--- src/rtl/icg_ctrl_pkg.sv ---
// ---------------------------------------------------------------------------
// icg_ctrl_pkg
// Shared definitions for the clock-gate enable controller.
//   icg_state_e : 2-bit FSM state (OFF=0, WAKE=1, ON=2, HOLD=3)
//   WAKE_CNT_W  : width needed to hold the wake settle count (WAKE_CYC <= 15)
//   max_w()     : elaboration-time helper to size the shared down counter
// ---------------------------------------------------------------------------
package icg_ctrl_pkg;

  localparam int WAKE_CNT_W = 4;

  typedef enum logic [1:0] {
    ST_OFF  = 2'd0,
    ST_WAKE = 2'd1,
    ST_ON   = 2'd2,
    ST_HOLD = 2'd3
  } icg_state_e;

  function automatic int max_w(input int a, input int b);
    return (a > b) ? a : b;
  endfunction

endpackage

--- src/rtl/icg_down_cnt.sv ---
// ---------------------------------------------------------------------------
// icg_down_cnt
// Loadable down counter that saturates at zero.
//   CLK      : clock
//   RN       : asynchronous active-low reset (count clears to 0)
//   load     : load load_val on the next edge (wins over dec)
//   load_val : value to load
//   dec      : decrement on the next edge (ignored when count is 0)
//   is_zero  : count == 0
//   is_one   : count == 1
// ---------------------------------------------------------------------------
module icg_down_cnt #(
  parameter int W = 8
) (
  input  logic         CLK,
  input  logic         RN,
  input  logic         load,
  input  logic [W-1:0] load_val,
  input  logic         dec,
  output logic         is_zero,
  output logic         is_one
);

  logic [W-1:0] cnt_q;
  logic [W-1:0] cnt_d;

  always_comb begin
    cnt_d = cnt_q;
    if (load) begin
      cnt_d = load_val;
    end else if (dec && (cnt_q != '0)) begin
      // Never wraps: a stray dec at zero holds the count.
      cnt_d = cnt_q - 1'b1;
    end
  end

  always_ff @(posedge CLK or negedge RN) begin
    if (!RN) begin
      cnt_q <= '0;
    end else begin
      cnt_q <= cnt_d;
    end
  end

  assign is_zero = (cnt_q == '0);
  assign is_one  = (cnt_q == W'(1));

endmodule

--- src/rtl/icg_enable_ctrl.sv ---
// ---------------------------------------------------------------------------
// icg_enable_ctrl
// Drives the E pin of a test-enabled clock gate from client activity. A
// request wakes the gated domain, ack is raised after a fixed settle time,
// and the clock is kept running for a programmable idle hold-off before E
// drops. A request arriving during the hold-off is acknowledged at once
// because the clock never stopped.
//   CLK        : free-running ungated clock
//   RN         : asynchronous active-low reset
//   req        : four-phase wake request from the client
//   ack        : gated clock running and stable (only ever high in ON)
//   busy       : gated-domain activity, keeps clock on while high
//   force_on   : software override, keeps E high while set
//   idle_limit : idle hold-off in CLK cycles, sampled on HOLD entry
//   E          : registered enable to the clock gate
//   state      : current FSM state for observation
// WAKE_CYC must be in 1..15.
// ---------------------------------------------------------------------------
module icg_enable_ctrl
  import icg_ctrl_pkg::*;
#(
  parameter int IDLE_W   = 8,
  parameter int WAKE_CYC = 2
) (
  input  logic              CLK,
  input  logic              RN,
  input  logic              req,
  output logic              ack,
  input  logic              busy,
  input  logic              force_on,
  input  logic [IDLE_W-1:0] idle_limit,
  output logic              E,
  output logic [1:0]        state
);

  // One counter serves both the wake settle and the idle hold-off, since
  // the two phases are mutually exclusive.
  localparam int               CNT_W     = max_w(IDLE_W, WAKE_CNT_W);
  localparam logic [CNT_W-1:0] WAKE_LOAD = CNT_W'(WAKE_CYC - 1);

  icg_state_e       state_q, state_d;
  logic             e_q, e_d;
  logic             ack_q, ack_d;
  logic             cnt_load;
  logic             cnt_dec;
  logic [CNT_W-1:0] cnt_load_val;
  logic             cnt_zero;
  logic             cnt_one;
  logic             wake;

  assign wake = req | busy | force_on;

  icg_down_cnt #(
    .W (CNT_W)
  ) u_cnt (
    .CLK      (CLK),
    .RN       (RN),
    .load     (cnt_load),
    .load_val (cnt_load_val),
    .dec      (cnt_dec),
    .is_zero  (cnt_zero),
    .is_one   (cnt_one)
  );

  always_comb begin
    state_d      = state_q;
    e_d          = e_q;
    ack_d        = 1'b0;
    cnt_load     = 1'b0;
    cnt_dec      = 1'b0;
    cnt_load_val = WAKE_LOAD;

    case (state_q)
      ST_OFF: begin
        e_d = 1'b0;
        if (wake) begin
          state_d      = ST_WAKE;
          e_d          = 1'b1;
          cnt_load     = 1'b1;
          cnt_load_val = WAKE_LOAD;
        end
      end

      ST_WAKE: begin
        // The wake always completes, even if req dropped meanwhile; ack
        // then simply follows whatever req is at that edge.
        e_d = 1'b1;
        if (cnt_zero) begin
          state_d = ST_ON;
          ack_d   = req;
        end else begin
          cnt_dec = 1'b1;
        end
      end

      ST_ON: begin
        e_d = 1'b1;
        if (wake) begin
          ack_d = req;
        end else if (idle_limit == '0) begin
          state_d = ST_OFF;
          e_d     = 1'b0;
        end else begin
          state_d      = ST_HOLD;
          cnt_load     = 1'b1;
          cnt_load_val = CNT_W'(idle_limit);
        end
      end

      ST_HOLD: begin
        e_d = 1'b1;
        if (wake) begin
          // Clock is still running: no settle delay needed.
          state_d = ST_ON;
          ack_d   = req;
        end else if (cnt_one) begin
          state_d = ST_OFF;
          e_d     = 1'b0;
        end else begin
          cnt_dec = 1'b1;
        end
      end

      default: begin
        state_d = ST_OFF;
        e_d     = 1'b0;
      end
    endcase
  end

  always_ff @(posedge CLK or negedge RN) begin
    if (!RN) begin
      state_q <= ST_OFF;
      e_q     <= 1'b0;
      ack_q   <= 1'b0;
    end else begin
      state_q <= state_d;
      e_q     <= e_d;
      ack_q   <= ack_d;
    end
  end

  assign E     = e_q;
  assign ack   = ack_q;
  assign state = state_q;

endmodule

--- config.mk ---
export PLATFORM = sky130hd
export DESIGN_NAME = icg_enable_ctrl
export DESIGN_NICKNAME = d
export VERILOG_FILES = /design/src/rtl/icg_ctrl_pkg.sv /design/src/rtl/icg_down_cnt.sv /design/src/rtl/icg_enable_ctrl.sv
export SDC_FILE = /design/constraint.sdc
export NUM_CORES = 1
export LEC_CHECK = 0
export CORE_UTILIZATION = 45
export DETAILED_ROUTE_END_ITERATION = 10
export GPL_ROUTABILITY_DRIVEN = 0
export PLACE_DENSITY = 0.72
export SLEW_MARGIN = 0
export SYNTH_ARGS = -nofsm -noshare
export SYNTH_HDL_FRONTEND = slang
export SYNTH_SLANG_ARGS = --single-unit
--- constraint.sdc ---
create_clock -name CLK -period 4.6 [get_ports CLK]
set_clock_uncertainty 0.1 [all_clocks]
set_input_delay 0.69 -clock CLK [delete_from_list [all_inputs] [get_ports CLK]]
set_output_delay 0.69 -clock CLK [all_outputs]
set_load 0.02 [all_outputs]
==> metrics list, run 1 <==
- CTS H-tree depth: 1
* # DRC: 1
- Count of instances resized after the clock tree is built: 0
* Total power density per cell area: 620 nW/um^2
- Buffers inserted during clock tree synthesis total 3.
- A synthesized cell averages 9.45 sq um.
- Worst setup slack before clock tree synthesis: 1.66 ns
- For the final routed database, the setup TNS stands at 0 ns.
- The run finished, with violations left.
* Leak: 0.445 nW
- The min-delay analysis places its worst path in the category reg2reg.
- Grt ovf: 0
- Die span in y: 43.8 microns
- The synthesized design contains 12 register bits.
- RSZ-0062 raised after global routing: no
- After synthesis the cells add up to 785 sq um.
- In the final layout, the share of cells above drive strength 1 is 0.0808.
- The netlist uses 33 different library cells.
- The worst setup path is launched from a primary input.
- Once detail routing completed, the nets flagged for antenna violations numbered 0.
- For this block, the routed nets add up to 1.85 mm of wire.
- The repair_antennas step left the layout with diodes totalling 0.
* Data required time of the critical path: 4.67 ns
- Violated checks: DRC
- Clock transition time at the flip-flop clock pins of the worst setup and hold paths: 0.06 ns
* Number of max-cap violations: 0
- The tightest hold path in the finished design has a slack of 0.489 ns.
- I/O pin count: 17
- The share of total power dissipated in combinational logic is 0.552.
- Iteration-0 DRC Markers: 21
- Of the post-synthesis cell area, the dominant cell type holds 0.383.
* Data arrival time of the worst path: 2.77 ns
- The worst-case IR drop observed on VDD is 343 uV.
- After layout, the worst setup slack is 1.90 ns.
- Worst Setup End Kind: register
- For this configuration, the core starts out at a cell density of 0.503.
* Max-slew violations: 0
- The clock passes through at most 2 buffers.
- Setup violations remaining at the end of the flow were counted as 0.
- Share of total power in the clock network: 0.098
* Leading post-synthesis cells by cell area: sky130_fd_sc_hd__dfrtp_1 (38%), sky130_fd_sc_hd__ha_1 (4.8%), sky130_fd_sc_hd__nor3_1 (4.5%)
- Hold-fix buffer count after cts: 0
* Transition time at the pin with the least slew margin: 0.546 ns
- Of the total power, the share spent switching nets is 0.444.
* Number of clock sinks: 12
* Vias in the first global route: 666
* Fraction of power consumed by sequential logic: 0.350
* Power Total: 0.601 mW
* Reported net switching power: 0.267 mW
- Clock tree from TritonCTS: yes
* Type of the worst setup path: in2reg
- Insertion delay of the later-clocked pin in the worst-skew pair: 0.26 ns
- Detailed Place HPWL: 1.39 mm
* First-pass GRT wire length: 2.99 mm
- The routed layout has 715 vias.
- In this run the clock root is driven by a sky130_fd_sc_hd__clkbuf_4.
- From synthesis to final layout, the design area changed by 23.6%.
- In the final design database the tool counted 117 nets.
* Detailed-route wire length per cell: 16.1 microns
- Synthesis produced a netlist with a net count of 99.
- PortBufs: 16
* Final hold violation count: 0
- The pre-antenna-repair detailed-routing pass consisted of 10 iterations.
* Cell accounting for the most synthesized area: sky130_fd_sc_hd__dfrtp_1
- Sequential-to-total area share from yosys stat: 0.383
- Floorplan die width: 43.8 microns
- After floorplanning, the core was sized to cover 1560 sq um.
- The clock period could shrink to 2.70 ns.
* Placed cells: 112
- Row generation in the floorplan step produced 14 rows.
- Using the TritonRoute via totals, the vias-per-cell ratio works out to 6.22.
- Maximum number of pins on one net before global-route repair: 17
* Power Internal: 0.334 mW
* Area enclosed by the die boundary: 1910 sq um
- Timing would allow up to 370 MHz.
- The number of setup buffers added after CTS is 0.
* Worst max-slew margin expressed relative to the limit: 0.635
* Final Instance Count excl. Fillers: 115
* Max Fanout on Critical Path: 16
* Most frequent standard cell in the layout excluding fill and tap cells: sky130_fd_sc_hd__clkdlybuf4s50_1
* Count of mapped cells out of synthesis: 83
- For this run, the number of Yosys warnings is 0.
* GRT Resource Usage Total: 0.218
- Post-route fraction of the period consumed by the critical path: 0.588
- Antenna violations before repair: 0
- In the layout the commonest cells are sky130_fd_sc_hd__clkdlybuf4s50_1 (16), sky130_fd_sc_hd__dfrtp_1 (12), sky130_fd_sc_hd__nor3_1 (7).
==> kinds of logic after synthesis <==
| group | synth area share |
|---|---|
| mux | 0.0383 |
| simple gates | 0.220 |
| buf+inv | 0.0510 |
| compound gates | 0.260 |
| flops | 0.383 |
| fa+ha+maj | 0.0479 |
==> through the flow <==
stage                      util  cell area, sq um
after detailed placement  0.608               947
after global routing      0.622               970
after floorplan               -               785
after global placement    0.608               947
after CTS                 0.622               970
final                     0.622               970
==> area by class of cell <==
type	count	area (sq um)
Sequential cell	12	300
Inverter	4	15.0
Multi-Input combinational cell	63	444
Tap cell	16	20.0
Fill cell	142	589
Clock buffer	3	22.5
Timing Repair Buffer	17	168
==> per-layer routing <==
| layer | track usage | wire length [microns] |
|---|---|---|
| met2 | 0.316 | 842 |
| met4 | 0.0688 | 22 |
| met1 | 0.292 | 850 |
| met3 | 0.0958 | 139 |
| met5 | 0 | 0 |
==> registers in the layout (all words and copies together) (netlist names) <==
name and count:
E 1, ack 1, state 2, u_cnt.cnt_q 8
==> path summary, 6_finish.rpt <==
path / to / slack, ns / cells after the start / startpoint
setup / recovery: u_cnt.cnt_q[3] / 1.90 / 6 / busy
max in group asynchronous: u_cnt.cnt_q[0] / 3.36 / 1 / RN
min in group asynchronous: u_cnt.cnt_q[2] / 0.68 / 1 / RN
hold / removal: u_cnt.cnt_q[3] / 0.49 / 1 / u_cnt.cnt_q[3]
setup reg to reg: u_cnt.cnt_q[7] / 2.30 / 6 / u_cnt.cnt_q[4]
hold reg to reg: u_cnt.cnt_q[3] / 0.49 / 1 / u_cnt.cnt_q[3]
==> Yosys cell counts <==
| cell | count |
|---|---|
| sky130_fd_sc_hd__a211oi_1 | 1 |
| sky130_fd_sc_hd__a21o_1 | 2 |
| sky130_fd_sc_hd__a21oi_1 | 5 |
| sky130_fd_sc_hd__a2bb2oi_1 | 3 |
| sky130_fd_sc_hd__a311oi_1 | 2 |
| sky130_fd_sc_hd__a31oi_1 | 2 |
| sky130_fd_sc_hd__and2_1 | 2 |
| sky130_fd_sc_hd__and3_1 | 1 |
| sky130_fd_sc_hd__and4_1 | 1 |
| sky130_fd_sc_hd__buf_2 | 2 |
| sky130_fd_sc_hd__buf_6 | 1 |
| sky130_fd_sc_hd__clkbuf_1 | 1 |
| sky130_fd_sc_hd__dfrtp_1 | 12 |
| sky130_fd_sc_hd__ha_1 | 3 |
| sky130_fd_sc_hd__inv_1 | 4 |
| sky130_fd_sc_hd__mux2i_1 | 3 |
| sky130_fd_sc_hd__nand2_1 | 5 |
| sky130_fd_sc_hd__nand3_1 | 1 |
| sky130_fd_sc_hd__nand4_1 | 1 |
| sky130_fd_sc_hd__nor2_1 | 4 |
| sky130_fd_sc_hd__nor2_2 | 1 |
| sky130_fd_sc_hd__nor2b_1 | 1 |
| sky130_fd_sc_hd__nor3_1 | 7 |
| sky130_fd_sc_hd__nor3b_1 | 1 |
| sky130_fd_sc_hd__nor4_1 | 3 |
| sky130_fd_sc_hd__nor4b_2 | 1 |
| sky130_fd_sc_hd__o21ai_0 | 3 |
| sky130_fd_sc_hd__o21bai_1 | 1 |
| sky130_fd_sc_hd__o22a_1 | 4 |
| sky130_fd_sc_hd__o22ai_1 | 1 |
| sky130_fd_sc_hd__o311a_1 | 2 |
| sky130_fd_sc_hd__o41ai_2 | 1 |
| sky130_fd_sc_hd__or4_4 | 1 |
==> critical path, cell delays in order <==
cell,delay [ns]
sky130_fd_sc_hd__clkdlybuf4s50_1,0.40
sky130_fd_sc_hd__nor3_1,0.45
sky130_fd_sc_hd__and3_1,0.40
sky130_fd_sc_hd__a21o_1,0.48
sky130_fd_sc_hd__nor3_1,0.10
sky130_fd_sc_hd__a311oi_1,0.25
==> power by group through the flow <==
| stage | logic [mW] | clock network [mW] | registers [mW] |
|---|---|---|---|
| 2_1_floorplan | 0.245 | 0 | 0.201 |
| 3_3_place_gp | 0.324 | 0 | 0.206 |
| 3_5_place_dp | 0.327 | 0 | 0.209 |
| 4_1_cts | 0.329 | 0.0622 | 0.207 |
| 5_1_grt | 0.362 | 0.0685 | 0.217 |
| 6_report | 0.332 | 0.0591 | 0.210 |
No activity file was read; power rests on OpenSTA's default activity.
==> run 2: changes to the inputs <==
- CORE_UTILIZATION: 45 -> 44
- PLACE_DENSITY: 0.72 -> 0.74
- clock period: 4.6 -> 2.4 ns (I/O delays scaled with it)
==> metrics list, run 2 (same netlist as run 1, synthesis figures left out) <==
- Stage delay of the slowest cell on the critical path: 0.59 ns (+0.11 ns)
- The cell area after layout came to 992 sq um (+2.3%).
- The post-detailed-route via-to-cell ratio came to 6.30 (+1.3%).
- Iteration-0 DRC Markers: 67 (+220%)
- Counting flops per register, the top entry is u_cnt.cnt_q.
- In this run the critical register-to-register path is captured at u_cnt.cnt_q[6].
- RSZ-0062 raised after global routing: no
- The routed length per placed instance was 15.6 microns (-3.3%).
- Placeable Area: 1580 sq um (+1.1%)
* Number of setup buffers added after CTS: 0 (unchanged)
- The total I/O pin count is 17 (unchanged).
- The critical path goes through or4_4 > o41ai_2 > a211oi_1 > buf_4 > o22a_1 > o22a_1.
- The die outline height was 44.2 microns (+1.1%).
- The maximum number of pins on one net before global-route repair was 17 (unchanged).
* Clock root buffer master: sky130_fd_sc_hd__clkbuf_4
* Area enclosed by the die boundary: 1960 sq um (+2.2%)
* Peak supply drop: 575 uV (+68%)
* First-pass GRT wire length: 3.02 mm (+0.94%)
* Gate family responsible for the most delay along the worst path: compound AO/OA/AOI/OAI gates
- Total power density per cell area: 1170 nW/um^2 (+89%)
- PortBufs: 16 (unchanged)
* Total wire length: 1.84 mm (-0.76%)
- The number of instances resized during post-cts repair was 0 (unchanged).
* Worst hold slack across all endpoints: 0.348 ns (-0.141 ns)
* Worst max-slew margin expressed relative to the limit: 0.618 (-0.0169)
- STA classifies the critical path endpoint as a register.
- Clock transition time at the flip-flop clock pins of the worst setup and hold paths: 0.07 ns (about the same)
* Starting density of the core: 0.498 (-0.00559)
- Share of final-layout standard cells stronger than drive strength 1: 0.108 (+0.0270)
* Area used by sequential logic in the layout: 300 sq um (unchanged)
* Antenna violations before repair: 0 (unchanged)
- Setup violators final: 0 (unchanged)
- Slack of the worst reg-to-reg path: 0.15 ns (-2.15 ns)
- Data required time of the critical path: 2.46 ns (-2.21 ns)
- The overall routing resource usage is 0.218 (-0.000458).
* Count of TritonRoute iterations in the first routing pass: 6 (-4)
* Area taken by multi-input logic gates: 444 sq um (unchanged)
- Startpoint of the most critical register-to-register path: u_cnt.cnt_q[5]
* Grt ovf: 0 (unchanged)
* Result of the run: complete, no violations
- Number of cells traversed by the worst register-to-register path: 6 (unchanged)
- The leakage dissipation was 0.461 nW (+3.6%).
* Fmax: 444 MHz
- Leading cell types in the layout, fill and taps excluded: sky130_fd_sc_hd__clkdlybuf4s50_1 (16), sky130_fd_sc_hd__dfrtp_1 (12), sky130_fd_sc_hd__nor3_1 (7)
* Antenna-violating nets left: 0 (unchanged)
- Max Root-Sink Buffers: 2 (unchanged)
* Min-Delay Path Class: in2async
- The number of buffers inserted by hold repair at cts is 0 (unchanged).
* Type of the worst setup path: reg2reg
- The total buffers and inverters traversed by the critical path is 1 (unchanged).
- CTS H-tree depth: 1 (unchanged)
* Transition time at the pin with the least slew margin: 0.571 ns (+0.0253 ns)
- STA classifies the critical path startpoint as a register.
* Vias post-DR: 743 (+3.9%)
* Max-slew violations: 0 (unchanged)
- Fill cell total of the finished layout: 132 (-7.0%)
* Placed Instance Area: 970 sq um (+2.4%)
- The sink count of the clock tree was 12 (unchanged).
- Number of max-cap violations: 0 (unchanged)
- Data arrival time of the worst path: 2.31 ns (-0.46 ns)
* Final Critical Period: 2.25 ns
- The site row count came to 14 (unchanged).
- The maximum fanout along the worst path is 11 (-5).
- The final hold violation count is 0 (unchanged).
- Setup total negative slack: 0 ns (unchanged)
- The total inserted antenna cells was 0 (unchanged).
- TritonCTS built the clock tree.
- Floorplan die width: 44.2 microns (+1.1%)
- The later-pin clock latency in the skew report was 0.27 ns (about the same).
- Vias in the first global route: 631 (-5.3%)
- The end-of-flow core utilization came to 0.629 (+0.00737).
- The library cell used most frequently in the layout, excluding fill and tap cells, is sky130_fd_sc_hd__clkdlybuf4s50_1.
- The estimated wirelength of the detail-placed design is 1.34 mm (-3.2%).
- The DRC violation count after routing is 0 (-1).
- Of the available clock period, the critical path in the final layout requires 0.938.
- The number of nets in the layout is 120 (+2.6%).
* CP max-delay cell: sky130_fd_sc_hd__or4_4
- Max reg flops: 8 (unchanged)
- Relative to the synthesized area, the layout overhead comes to 26.5%.
- Number of buffers created by CTS: 3 (unchanged)
* Cell repeated most along the worst path: sky130_fd_sc_hd__o22a_1
run 2: cell count changes in the layout (fill, tap and decap cells not counted):
| cell | before | now |
|---|---|---|
| sky130_fd_sc_hd__buf_4 | 1 | 4 |
run 2: worst register-to-register path, stage by stage, from the launching register on:
cell	delay [ns]
sky130_fd_sc_hd__dfrtp_1	0.43
sky130_fd_sc_hd__or4_4	0.59
sky130_fd_sc_hd__o41ai_2	0.30
sky130_fd_sc_hd__a211oi_1	0.13
sky130_fd_sc_hd__buf_4	0.19
sky130_fd_sc_hd__o22a_1	0.22
sky130_fd_sc_hd__o22a_1	0.18
run 2: worst max-delay path by stage:
stage | from | endpoint | slack, ns | cells past startpoint
2_1_floorplan | u_cnt.cnt_q[5] | u_cnt.cnt_q[7] | 0.29 | 6
3_3_place_gp | idle_limit[4] | u_cnt.cnt_q[6] | 0.17 | 7
3_5_place_dp | idle_limit[4] | u_cnt.cnt_q[6] | 0.16 | 7
4_1_cts | u_cnt.cnt_q[5] | u_cnt.cnt_q[7] | 0.17 | 6
5_1_grt | u_cnt.cnt_q[5] | u_cnt.cnt_q[6] | 0.04 | 6
6_report | u_cnt.cnt_q[5] | u_cnt.cnt_q[6] | 0.15 | 6
run 2: metal layers:
metal | GRT usage | part of all wire | vias up | wire length [microns]
li1 | - | - | 361 | -
met2 | 0.294 | 0.43 | 29 | 795
met3 | 0.0571 | 0.066 | 5 | 121
met4 | 0.109 | 0.021 | 0 | 39
met5 | 0 | 0 | - | 0
met1 | 0.316 | 0.48 | 348 | 884
run 2: power breakdown:
| part | internal, mW | switching (mW) |
|---|---|---|
| clock network | 0.0581 | 0.0665 |
| registers | 0.280 | 0.114 |
| logic | 0.314 | 0.331 |
| total | 0.652 | 0.511 |
run 2: area by class of cell:
| class | instances | area share |
|---|---|---|
| multi-input combinational | 63 | 0.448 |
| timing repair buffer | 20 | 0.192 |
| clock buffer | 3 | 0.0227 |
| sequential | 12 | 0.303 |
| inverter | 4 | 0.0151 |
| tap | 16 | 0.0202 |
run 2: per-stage QoR:
step | power (mW) | setup slack, ns | std cells
after floorplan | 0.855 | 0.287 | 83
after global placement | 1.01 | 0.173 | 115
after detailed placement | 1.03 | 0.163 | 115
after CTS | 1.16 | 0.167 | 118
after global routing | 1.26 | 0.0408 | 118
final | 1.16 | 0.149 | 118
==> run 3: changes to the inputs <==
- SLEW_MARGIN: 0 -> 20
==> results of run 3 <==
The final DEF is identical to that of run 2; final timing and power are the same.
